--- src/rtl/uart_tx_arbiter.sv ---
// ---------------------------------------------------------------------------
// uart_tx_arbiter
//
// Shares a single UART transmitter between two byte sources:
//   A - packet framer (debug). Holds the channel from grant until the byte
//       flagged a_last has drained; never preempted mid-packet.
//   B - random-byte source. Holds the channel for at most B_BURST bytes per
//       grant, or until it drops b_want.
//
// Optional feature (macro TXARB_ROUND_ROBIN_EN):
//   defined   - on a simultaneous want in IDLE the requester not served last
//               wins; a last-served pointer updates on every grant.
//   undefined - A always wins a simultaneous want; no pointer exists.
//
// Parameters
//   B_BURST          maximum bytes B may send per grant (1..16)
//
// Ports
//   clk              rising-edge clock
//   rst_n            asynchronous active-low reset
//   a_want           A wants the channel (level)
//   a_req            one-cycle pulse, A presents a_byte
//   a_byte[7:0]      A data byte
//   a_last           qualifies a_req, byte ends A's packet
//   a_busy           low only while A owns the channel
//   b_want           B wants the channel (level)
//   b_req            one-cycle pulse, B presents b_byte
//   b_byte[7:0]      B data byte
//   b_busy           low only while B owns the channel
//   is_transmitting  UART transmitter busy
//   tx_byte[7:0]     byte to the UART
//   transmit         one-cycle pulse, tx_byte valid
//   owner[1:0]       00 none, 01 A, 10 B
//   pkt_cnt[15:0]    completed A packets (wraps)
//   proto_err        sticky: a req arrived while that requester was busy
// ---------------------------------------------------------------------------
module uart_tx_arbiter #(
  parameter int unsigned B_BURST = 4
) (
  input  logic        clk,
  input  logic        rst_n,
  input  logic        a_want,
  input  logic        a_req,
  input  logic [7:0]  a_byte,
  input  logic        a_last,
  output logic        a_busy,
  input  logic        b_want,
  input  logic        b_req,
  input  logic [7:0]  b_byte,
  output logic        b_busy,
  input  logic        is_transmitting,
  output logic [7:0]  tx_byte,
  output logic        transmit,
  output logic [1:0]  owner,
  output logic [15:0] pkt_cnt,
  output logic        proto_err
);

  typedef enum logic [2:0] {
    S_IDLE,
    S_OWN_A,
    S_OWN_B,
    S_SEND,
    S_DRAIN
  } state_t;

  // Burst counter holds bytes already sent in this grant; the byte draining
  // now is the last one allowed when the counter equals B_BURST-1.
  localparam logic [4:0] BURST_LAST = 5'(B_BURST - 1);

  state_t      r_state;
  state_t      w_next;
  logic        r_own_b;        // owner remembered through SEND/DRAIN
  logic        r_last;         // latched a_last of the byte in flight
  logic [7:0]  r_tx_byte;
  logic        r_drain_first;  // first DRAIN cycle ignores is_transmitting
  logic [4:0]  r_bcnt;
  logic [15:0] r_pkt_cnt;
  logic        r_proto_err;

  logic        w_a_busy;
  logic        w_b_busy;
  logic        w_proto_viol;
  logic        w_pick_b;
  logic        w_grant_a;
  logic        w_grant_b;
  logic        w_load_a;
  logic        w_load_b;
  logic        w_pkt_inc;
  logic        w_burst_inc;
  logic        w_burst_clr;

`ifdef TXARB_ROUND_ROBIN_EN
  logic        r_rr_last_b;    // 1: B was served last, so A wins a tie

  assign w_pick_b = ~r_rr_last_b;

  always_ff @(posedge clk or negedge rst_n) begin
    if (!rst_n) begin
      r_rr_last_b <= 1'b1;
    end else if (w_grant_a) begin
      r_rr_last_b <= 1'b0;
    end else if (w_grant_b) begin
      r_rr_last_b <= 1'b1;
    end
  end
`else
  assign w_pick_b = 1'b0;
`endif

  assign w_a_busy = (r_state != S_OWN_A);
  assign w_b_busy = (r_state != S_OWN_B);

  // Offending bytes are simply not loaded: the FSM only honours a_req in
  // OWN_A and b_req in OWN_B, so the violation never disturbs state.
  assign w_proto_viol = (a_req && w_a_busy) || (b_req && w_b_busy);

  // -------------------------------------------------------------------------
  // Next-state logic
  // -------------------------------------------------------------------------
  always_comb begin
    w_next      = r_state;
    w_grant_a   = 1'b0;
    w_grant_b   = 1'b0;
    w_load_a    = 1'b0;
    w_load_b    = 1'b0;
    w_pkt_inc   = 1'b0;
    w_burst_inc = 1'b0;
    w_burst_clr = 1'b0;

    case (r_state)
      S_IDLE: begin
        if (a_want && b_want) begin
          if (w_pick_b) begin
            w_grant_b = 1'b1;
          end else begin
            w_grant_a = 1'b1;
          end
        end else if (a_want) begin
          w_grant_a = 1'b1;
        end else if (b_want) begin
          w_grant_b = 1'b1;
        end

        if (w_grant_a) begin
          w_next = S_OWN_A;
        end else if (w_grant_b) begin
          w_next = S_OWN_B;
        end
      end

      S_OWN_A: begin
        if (a_req) begin
          w_load_a = 1'b1;
          w_next   = S_SEND;
        end else if (!a_want) begin
          // Packet abandoned; pkt_cnt untouched.
          w_next = S_IDLE;
        end
      end

      S_OWN_B: begin
        if (b_req) begin
          w_load_b = 1'b1;
          w_next   = S_SEND;
        end else if (!b_want) begin
          w_burst_clr = 1'b1;
          w_next      = S_IDLE;
        end
      end

      S_SEND: begin
        w_next = S_DRAIN;
      end

      S_DRAIN: begin
        if (!r_drain_first && !is_transmitting) begin
          if (!r_own_b) begin
            if (r_last) begin
              w_pkt_inc = 1'b1;
              w_next    = S_IDLE;
            end else begin
              w_next = S_OWN_A;
            end
          end else begin
            if (r_bcnt == BURST_LAST) begin
              w_burst_clr = 1'b1;
              w_next      = S_IDLE;
            end else begin
              w_burst_inc = 1'b1;
              w_next      = S_OWN_B;
            end
          end
        end
      end

      default: begin
        w_next = S_IDLE;
      end
    endcase
  end

  // -------------------------------------------------------------------------
  // State and datapath registers
  // -------------------------------------------------------------------------
  always_ff @(posedge clk or negedge rst_n) begin
    if (!rst_n) begin
      r_state       <= S_IDLE;
      r_own_b       <= 1'b0;
      r_last        <= 1'b0;
      r_tx_byte     <= '0;
      r_drain_first <= 1'b0;
      r_bcnt        <= '0;
      r_pkt_cnt     <= '0;
      r_proto_err   <= 1'b0;
    end else begin
      r_state       <= w_next;
      r_drain_first <= (r_state == S_SEND);

      if (w_grant_a) begin
        r_own_b <= 1'b0;
      end else if (w_grant_b) begin
        r_own_b <= 1'b1;
      end

      if (w_load_a) begin
        r_tx_byte <= a_byte;
        r_last    <= a_last;
      end else if (w_load_b) begin
        r_tx_byte <= b_byte;
      end

      if (w_burst_clr) begin
        r_bcnt <= '0;
      end else if (w_burst_inc) begin
        r_bcnt <= r_bcnt + 5'd1;
      end

      if (w_pkt_inc) begin
        r_pkt_cnt <= r_pkt_cnt + 16'd1;
      end

      if (w_proto_viol) begin
        r_proto_err <= 1'b1;
      end
    end
  end

  // -------------------------------------------------------------------------
  // Outputs (decoded from registered state so reset acts immediately)
  // -------------------------------------------------------------------------
  always_comb begin
    owner = 2'b00;
    case (r_state)
      S_OWN_A:         owner = 2'b01;
      S_OWN_B:         owner = 2'b10;
      S_SEND, S_DRAIN: owner = r_own_b ? 2'b10 : 2'b01;
      default:         owner = 2'b00;
    endcase
  end

  assign a_busy    = w_a_busy;
  assign b_busy    = w_b_busy;
  assign transmit  = (r_state == S_SEND);
  assign tx_byte   = r_tx_byte;
  assign pkt_cnt   = r_pkt_cnt;
  assign proto_err = r_proto_err;

endmodule

--- config.mk ---
export PLATFORM = sky130hd
export DESIGN_NAME = uart_tx_arbiter
export DESIGN_NICKNAME = d
export VERILOG_FILES = /design/src/rtl/uart_tx_arbiter.sv
export SDC_FILE = /design/constraint.sdc
export NUM_CORES = 1
export LEC_CHECK = 0
export CORE_MARGIN = 10
export CORE_UTILIZATION = 34
export CTS_CLUSTER_SIZE = 40
export DETAILED_ROUTE_END_ITERATION = 12
export SKIP_CTS_REPAIR_TIMING = 1
export SLEW_MARGIN = 10
export SYNTH_ARGS = -nofsm -noshare
export SYNTH_HDL_FRONTEND = slang
export SYNTH_SLANG_ARGS = --single-unit
--- constraint.sdc ---
create_clock -name clk -period 1.8 [get_ports clk]
set_input_delay 0.18 -clock clk [delete_from_list [all_inputs] [get_ports clk]]
set_output_delay 0.18 -clock clk [all_outputs]
set_load 0.05 [all_outputs]
==> impl_results.md, run 1 <==
- Synth cell count leaders: dfrtp_1, nand2_1, nor2_1
- Worst-Skew Late Latency: 0.29 ns
- Grt ovf: 0
- Final ANT Viol Nets: 0
- Final #Nets: about 270
- Syn nets: roughly 200
- Critical path data arrival time: between 2 and 2.5 ns
- Unique masters post-synth: 46
- Setup Skew: slightly below 0.01 ns
- Part of the cycle the worst path needs: 105%
- Vias in the first global route: roughly 1700
- Number of synthesized flops with an enable pin: 0
- Dpl cells: slightly above 300
- Worst Path Required: ~2.0 ns
- Initial antenna violation count: 0
- Worst Max-Slew Pin Slew: approximately 0.51 ns
- Critical Path Fanout Max: 5
- Finished Layout Cells: around 320
- Wire per inst: 14.5 µm
- Async SR Flop Fraction: between 90% and 100%
- Cell area after synthesis: 1810 µm²
- Overall Power: between 3 and 4 mW
- First-pass GRT wire length: between 7000 and 8000 µm
- CTS buffer count: 5
- Vias: between 1500 and 2000
- DR iter-0 viols: 57
- # diodes: 0
- CP Capture Type: register
- Register area share after synthesis: 49.9%
- Die Span Y: 92.9 µm
- RSZ-0062 raised after global routing: yes
- Input/output buffers: 53
- Max-cap violations: 0
- Setup violations, final: 5
- R2R depth: 4
- VDD IR max: 0.810 mV
- DIE AREA: 8630 µm²
- Total GRT Usage: between 10% and 20%
- Most frequent cell after synthesis: dfrtp_1
- CTS tree: built
- R2r setup slk: -0.1 ns
- Setup TNS: -0.364 ns
- RD Place Congestion: 0.768
- Startpoint Class: register
- Synth area leaders: dfrtp_1, xnor2_1, mux2i_1
- Fmax: 527 MHz
- Core area: a little over 5000 µm²
- Syn Inst Count: about 170
- R2R Path End: pkt_cnt[14]
- Ratio of cells with drive above 1 in the final layout: 23.4%
- Post-synth top flop: dfrtp_1
- Drc violations: 0
- Max clock buf depth: 2
- Final critical-path required period: about 1.9 ns
- Ports: 54
- Status: finished, violations left
- Area Overhead vs Synth: 49.5%
- Syn. warnings: 0
- Clk pin slew, worst setup/hold paths: roughly 0.080 ns
- Vias/cell: approximately 4.8
- DPL Wire Length: approximately 3400 µm
- Post-synth top area share: 49.9%
- Kind of critical path: register to register
- Reg-to-Reg Start: r_own_b
- Final wirelength: ~4600 µm
- Die X: between 90 and 100 µm
- Max-Slew Margin vs Limit: 65.6%
- Hold Vio Cnt, Final: 0
- Avg Inst Size Synth: ~10 µm²
- Power per cell area: around 1400 nW/µm²
- CTS H-tree depth: 2
- Clock Sink Count: 36
- Failing checks: setup timing
- Worst min path class: input port to asynchronous set/reset pin
- Seq cells post-synth: 36
- Final Slew Violations: 0
- Synth area leader: dfrtp_1
- CTS root buffer: clkbuf_8
- Starting Density: roughly a third
- LEAKAGE: between 1 and 1.5 nW
- Worst setup margin: -0.0986 ns
- DRT Pass-1 Iters: 4
- Largest net degree at the start of global routing: 37
- Num rows: 26
[worst max-delay path by stage]
stage                                from     endpoint  slack (ns)  depth (start not counted)
after floorplan                r_state[0]  pkt_cnt[14]       -0.15                          5
after global placement    is_transmitting  pkt_cnt[10]       -0.19                          5
after detailed placement  is_transmitting   pkt_cnt[9]       -0.24                          7
after CTS                      r_state[1]  pkt_cnt[14]       -0.13                          4
after global routing              r_own_b  pkt_cnt[14]       -0.16                          4
final                             r_own_b  pkt_cnt[14]        -0.1                          4
[kinds of logic (layout without fill, tap and decap cells)]
kind of cell               count (synthesis)  after routing  share of synthesized area [%]
adders and majority gates                  2              2                           1.38
AOI/OAI and AO/OA                         23             23                           8.17
buffers and inverters                     10             85                           2.56
muxes                                     10             10                           5.68
DFF                                       36             36                           49.9
and+or+nand+nor                           75             75                           24.1
xor gates and xnor gates                  17             17                           8.24
[final cells by class]
| type | instances | area [µm²] |
|---|---|---|
| well taps | 70 | 87.6 |
| repair buffers | 73 | 717 |
| inverters | 4 | 15.0 |
| clock inverters | 1 | 8.76 |
| flip-flops and latches | 36 | 903 |
| fillers | 506 | 2440 |
| clock buffers | 7 | 76.3 |
| multi-input cells | 127 | 893 |
[registers in the layout, indices dropped and copies added (netlist names)]
register	flops
pkt_cnt	16
tx_byte	8
r_bcnt	5
r_state	3
proto_err	1
r_drain_first	1
r_last	1
r_own_b	1
[metal layers]
metal / wire length [µm] / track usage, %
met1: 2120 / 12.8
met3: 449 / 6.21
met5: 0 / 0
met2: 2000 / 17.2
met4: 35 / 2.31
[power breakdown]
| part | internal [mW] | leakage (nW) | switching (mW) |
|---|---|---|---|
| registers | 0.993 | 0.472 | 0.118 |
| clock network | 0.277 | 0.0424 | 0.297 |
| logic | 0.877 | 0.674 | 1.16 |
[worst max-delay path, stage by stage, from the launching register on]
cell     delay, ns
dfrtp_1       0.39
or4b_4        0.58
or4_4         0.56
nor3_4        0.14
xor2_1        0.15
[cell usage in the layout (no fill, tap or decap), drive strengths merged, types with 2 or more instances in the layout]
master / Yosys / layout
o22ai: 2 / 2
mux2: 2 / 2
clkbuf: 4 / 7
or3b: 2 / 2
nor2: 16 / 16
mux2i: 8 / 8
nor3: 3 / 3
o21ai: 8 / 8
buf: 2 / 33
or4: 2 / 2
xnor2: 10 / 10
and2: 3 / 3
nand2b: 2 / 2
dfrtp: 36 / 36
clkdlybuf4s50: 0 / 39
inv: 4 / 4
nand3: 7 / 7
xor2: 7 / 7
nand2: 19 / 19
ha: 2 / 2
and3: 2 / 2
nand4: 8 / 8
a21oi: 5 / 5
[through the flow]
stage	hold WS [ns]	area (µm²)	util (%)	setup WS (ns)
2_1_floorplan	-0.116	1840	-	-0.147
6_report	0.305	2700	52.6	-0.0986
5_1_grt	0.360	2700	52.6	-0.158
4_1_cts	0.323	2670	52.0	-0.130
3_5_place_dp	0.468	2590	50.3	-0.236
3_3_place_gp	0.466	2590	50.3	-0.186
No activity file was read; power rests on OpenSTA's default activity.
==> run 2: changes to the inputs <==
--- a/config.mk
+++ b/config.mk
@@ -5,6 +5,7 @@
 export SDC_FILE = /design/constraint.sdc
 export NUM_CORES = 1
 export LEC_CHECK = 0
+export CAP_MARGIN = 20
 export CORE_MARGIN = 10
 export CORE_UTILIZATION = 34
 export CTS_CLUSTER_SIZE = 40
==> results of run 2 <==
The final DEF is identical to that of run 1; final timing and power are the same.
==> run 3: changes to the inputs <==
--- a/config.mk
+++ b/config.mk
@@ -8,10 +8,11 @@
 export CAP_MARGIN = 20
 export CORE_MARGIN = 10
 export CORE_UTILIZATION = 34
+export CTS_BUF_LIST = sky130_fd_sc_hd__clkbuf_2 sky130_fd_sc_hd__clkbuf_4 sky130_fd_sc_hd__clkbuf_8
 export CTS_CLUSTER_SIZE = 40
 export DETAILED_ROUTE_END_ITERATION = 12
 export SKIP_CTS_REPAIR_TIMING = 1
-export SLEW_MARGIN = 10
+export SLEW_MARGIN = 0
 export SYNTH_ARGS = -nofsm -noshare
 export SYNTH_HDL_FRONTEND = slang
 export SYNTH_SLANG_ARGS = --single-unit
==> impl_results.md, run 3 (same netlist as run 1, synthesis figures left out) <==
- Status: finished, violations left (unchanged)
- Failing checks: setup timing (unchanged)
- Worst Max-Slew Pin Slew: 0.514 ns (unchanged)
- CP Capture Type: register (unchanged)
- Largest net degree at the start of global routing: 37 (unchanged)
- Worst Path Required: 2.01 ns (about the same)
- Final critical-path required period: 1.90 ns (about the same)
- Final design utilization: 52.7% (was 52.6%)
- Final Cell Area: 2710 µm² (was 2700 µm²)
- Max clock buf depth: 2 (unchanged)
- Vias: 1535 (unchanged)
- Area Overhead vs Synth: 49.9% (was 49.5%)
- Vias/cell: 4.83 (unchanged)
- Fillers: 504 (was 506)
- LEAKAGE: 1.20 nW (was 1.19 nW)
- Setup Skew: 0.00991 ns (about the same)
- Min Hold Slack: 0.305 ns (about the same)
- Power per cell area: 1390 nW/µm² (was 1380 nW/µm²)
- DPL Wire Length: 3430 µm (unchanged)
- RD Place Congestion: 0.768 (unchanged)
- RSZ-0062 raised after global routing: yes (unchanged)
- Worst setup margin: -0.0982 ns (was -0.0986 ns)
- Ratio of cells with drive above 1 in the final layout: 24.2% (was 23.4%)
- CTS H-tree depth: 2 (unchanged)
- Max-Slew Margin vs Limit: 65.6% (unchanged)
- Max reg flops: 16 (unchanged)
- Final Slew Violations: 0 (unchanged)
- Setup TNS: -0.362 ns (was -0.364 ns)
- Dpl cells: 310 (unchanged)
- Critical path data arrival time: 2.11 ns (about the same)
- VDD IR max: 0.848 mV (was 0.810 mV)
- Fmax: 527 MHz (about the same)
- Final ANT Viol Nets: 0 (unchanged)
- Critical Path Fanout Max: 5 (unchanged)
- Max-cap violations: 0 (unchanged)
- Clock Sink Count: 36 (unchanged)
- Drc violations: 0 (unchanged)
- Input/output buffers: 53 (unchanged)
- Die X: 92.9 µm (unchanged)
- Initial antenna violation count: 0 (unchanged)
- Final #Nets: 273 (unchanged)
- Final wirelength: 4600 µm (unchanged)
- Worst-Skew Late Latency: 0.29 ns (about the same)
- Core area: 5140 µm² (unchanged)
- Total GRT Usage: 11.0% (unchanged)
- Die Span Y: 92.9 µm (unchanged)
- DIE AREA: 8630 µm² (unchanged)
- Overall Power: 3.75 mW (was 3.72 mW)
- Part of the cycle the worst path needs: 105% (about the same)
- Clk pin slew, worst setup/hold paths: 0.08 ns (about the same)
- # diodes: 0 (unchanged)
- Kind of critical path: register to register (unchanged)
- Worst min path class: input port to asynchronous set/reset pin (unchanged)
- DR iter-0 viols: 61 (was 57)
- Ports: 54 (unchanged)
- CTS root buffer: clkbuf_8 (unchanged)
- Most common cell after layout, fill and taps aside: clkdlybuf4s50_1 (unchanged)
- Pre-CTS setup slack: -0.236 ns (unchanged)
- DRT Pass-1 Iters: 4 (unchanged)
- Setup violations, final: 5 (unchanged)
- Startpoint Class: register (unchanged)
- Wire per inst: 14.5 µm (unchanged)
- Cell area after placement: 2590 µm² (unchanged)
- Num rows: 26 (unchanged)
- Hold Vio Cnt, Final: 0 (unchanged)
- Finished Layout Cells: 318 (unchanged)
- Starting Density: 35.2% (unchanged)
- First-pass GRT wire length: 7840 µm (unchanged)
- CTS buffer count: 5 (unchanged)
- CTS tree: built (unchanged)
- Commonest non-fill, non-tap cells in the layout: clkdlybuf4s50_1, dfrtp_1, buf_4, nand2_1, nor2_1 (unchanged)
- Grt ovf: 0 (unchanged)
- Vias in the first global route: 1651 (unchanged)
==> run 3: cell count changes in the layout (fill, tap and decap cells not counted) <==
cell,before,now
clkbuf_4,0,2
clkbuf_1,2,0
==> run 3: layout make-up <==
class / count / area, µm² / share of cell area (%)
multi-input combinational: 127 / 893 / 33.0
clock inverter: 1 / 8.76 / 0.323
inverter: 4 / 15.0 / 0.554
clock buffer: 7 / 83.8 / 3.09
sequential: 36 / 903 / 33.3
timing repair buffer: 73 / 717 / 26.5
tap: 70 / 87.6 / 3.23
==> run 3: power breakdown <==
part,internal (mW),total (mW),switching (mW),leakage (nW)
Combinational,0.877,2.04,1.16,0.674
Sequential,0.993,1.11,0.118,0.472
Clock,0.307,0.605,0.298,0.0493
Total,2.18,3.75,1.58,1.20
==> run 3: final timing paths <==
path                              from     endpoint  slack [ns]  depth (start not counted)
hold reg to reg            pkt_cnt[15]  pkt_cnt[15]        0.47                          1
min in group clk             a_byte[1]   tx_byte[1]        0.44                          3
hold / removal                   rst_n   pkt_cnt[1]        0.31                          2
setup / recovery               r_own_b  pkt_cnt[14]        -0.1                          4
max in group asynchronous        rst_n    r_bcnt[0]        1.15                          2
setup reg to reg               r_own_b  pkt_cnt[14]        -0.1                          4
==> run 3: per-layer routing <==
| layer | up-vias | part of all wire, % | GRT usage, % | wire length, µm |
|---|---|---|---|---|
| met3 | 4 | 9.8 | 6.21 | 449 |
| met1 | 721 | 46 | 12.8 | 2120 |
| met5 | - | 0 | 0 | 0 |
| li1 | 769 | - | - | - |
| met4 | 0 | 0.76 | 2.31 | 35 |
| met2 | 41 | 43 | 17.2 | 2000 |
==> run 3: worst max-delay path, stage by stage, from the launching register on <==
cell	delay, ns
dfrtp_1	0.39
or4b_4	0.58
or4_4	0.56
nor3_4	0.14
xor2_1	0.15
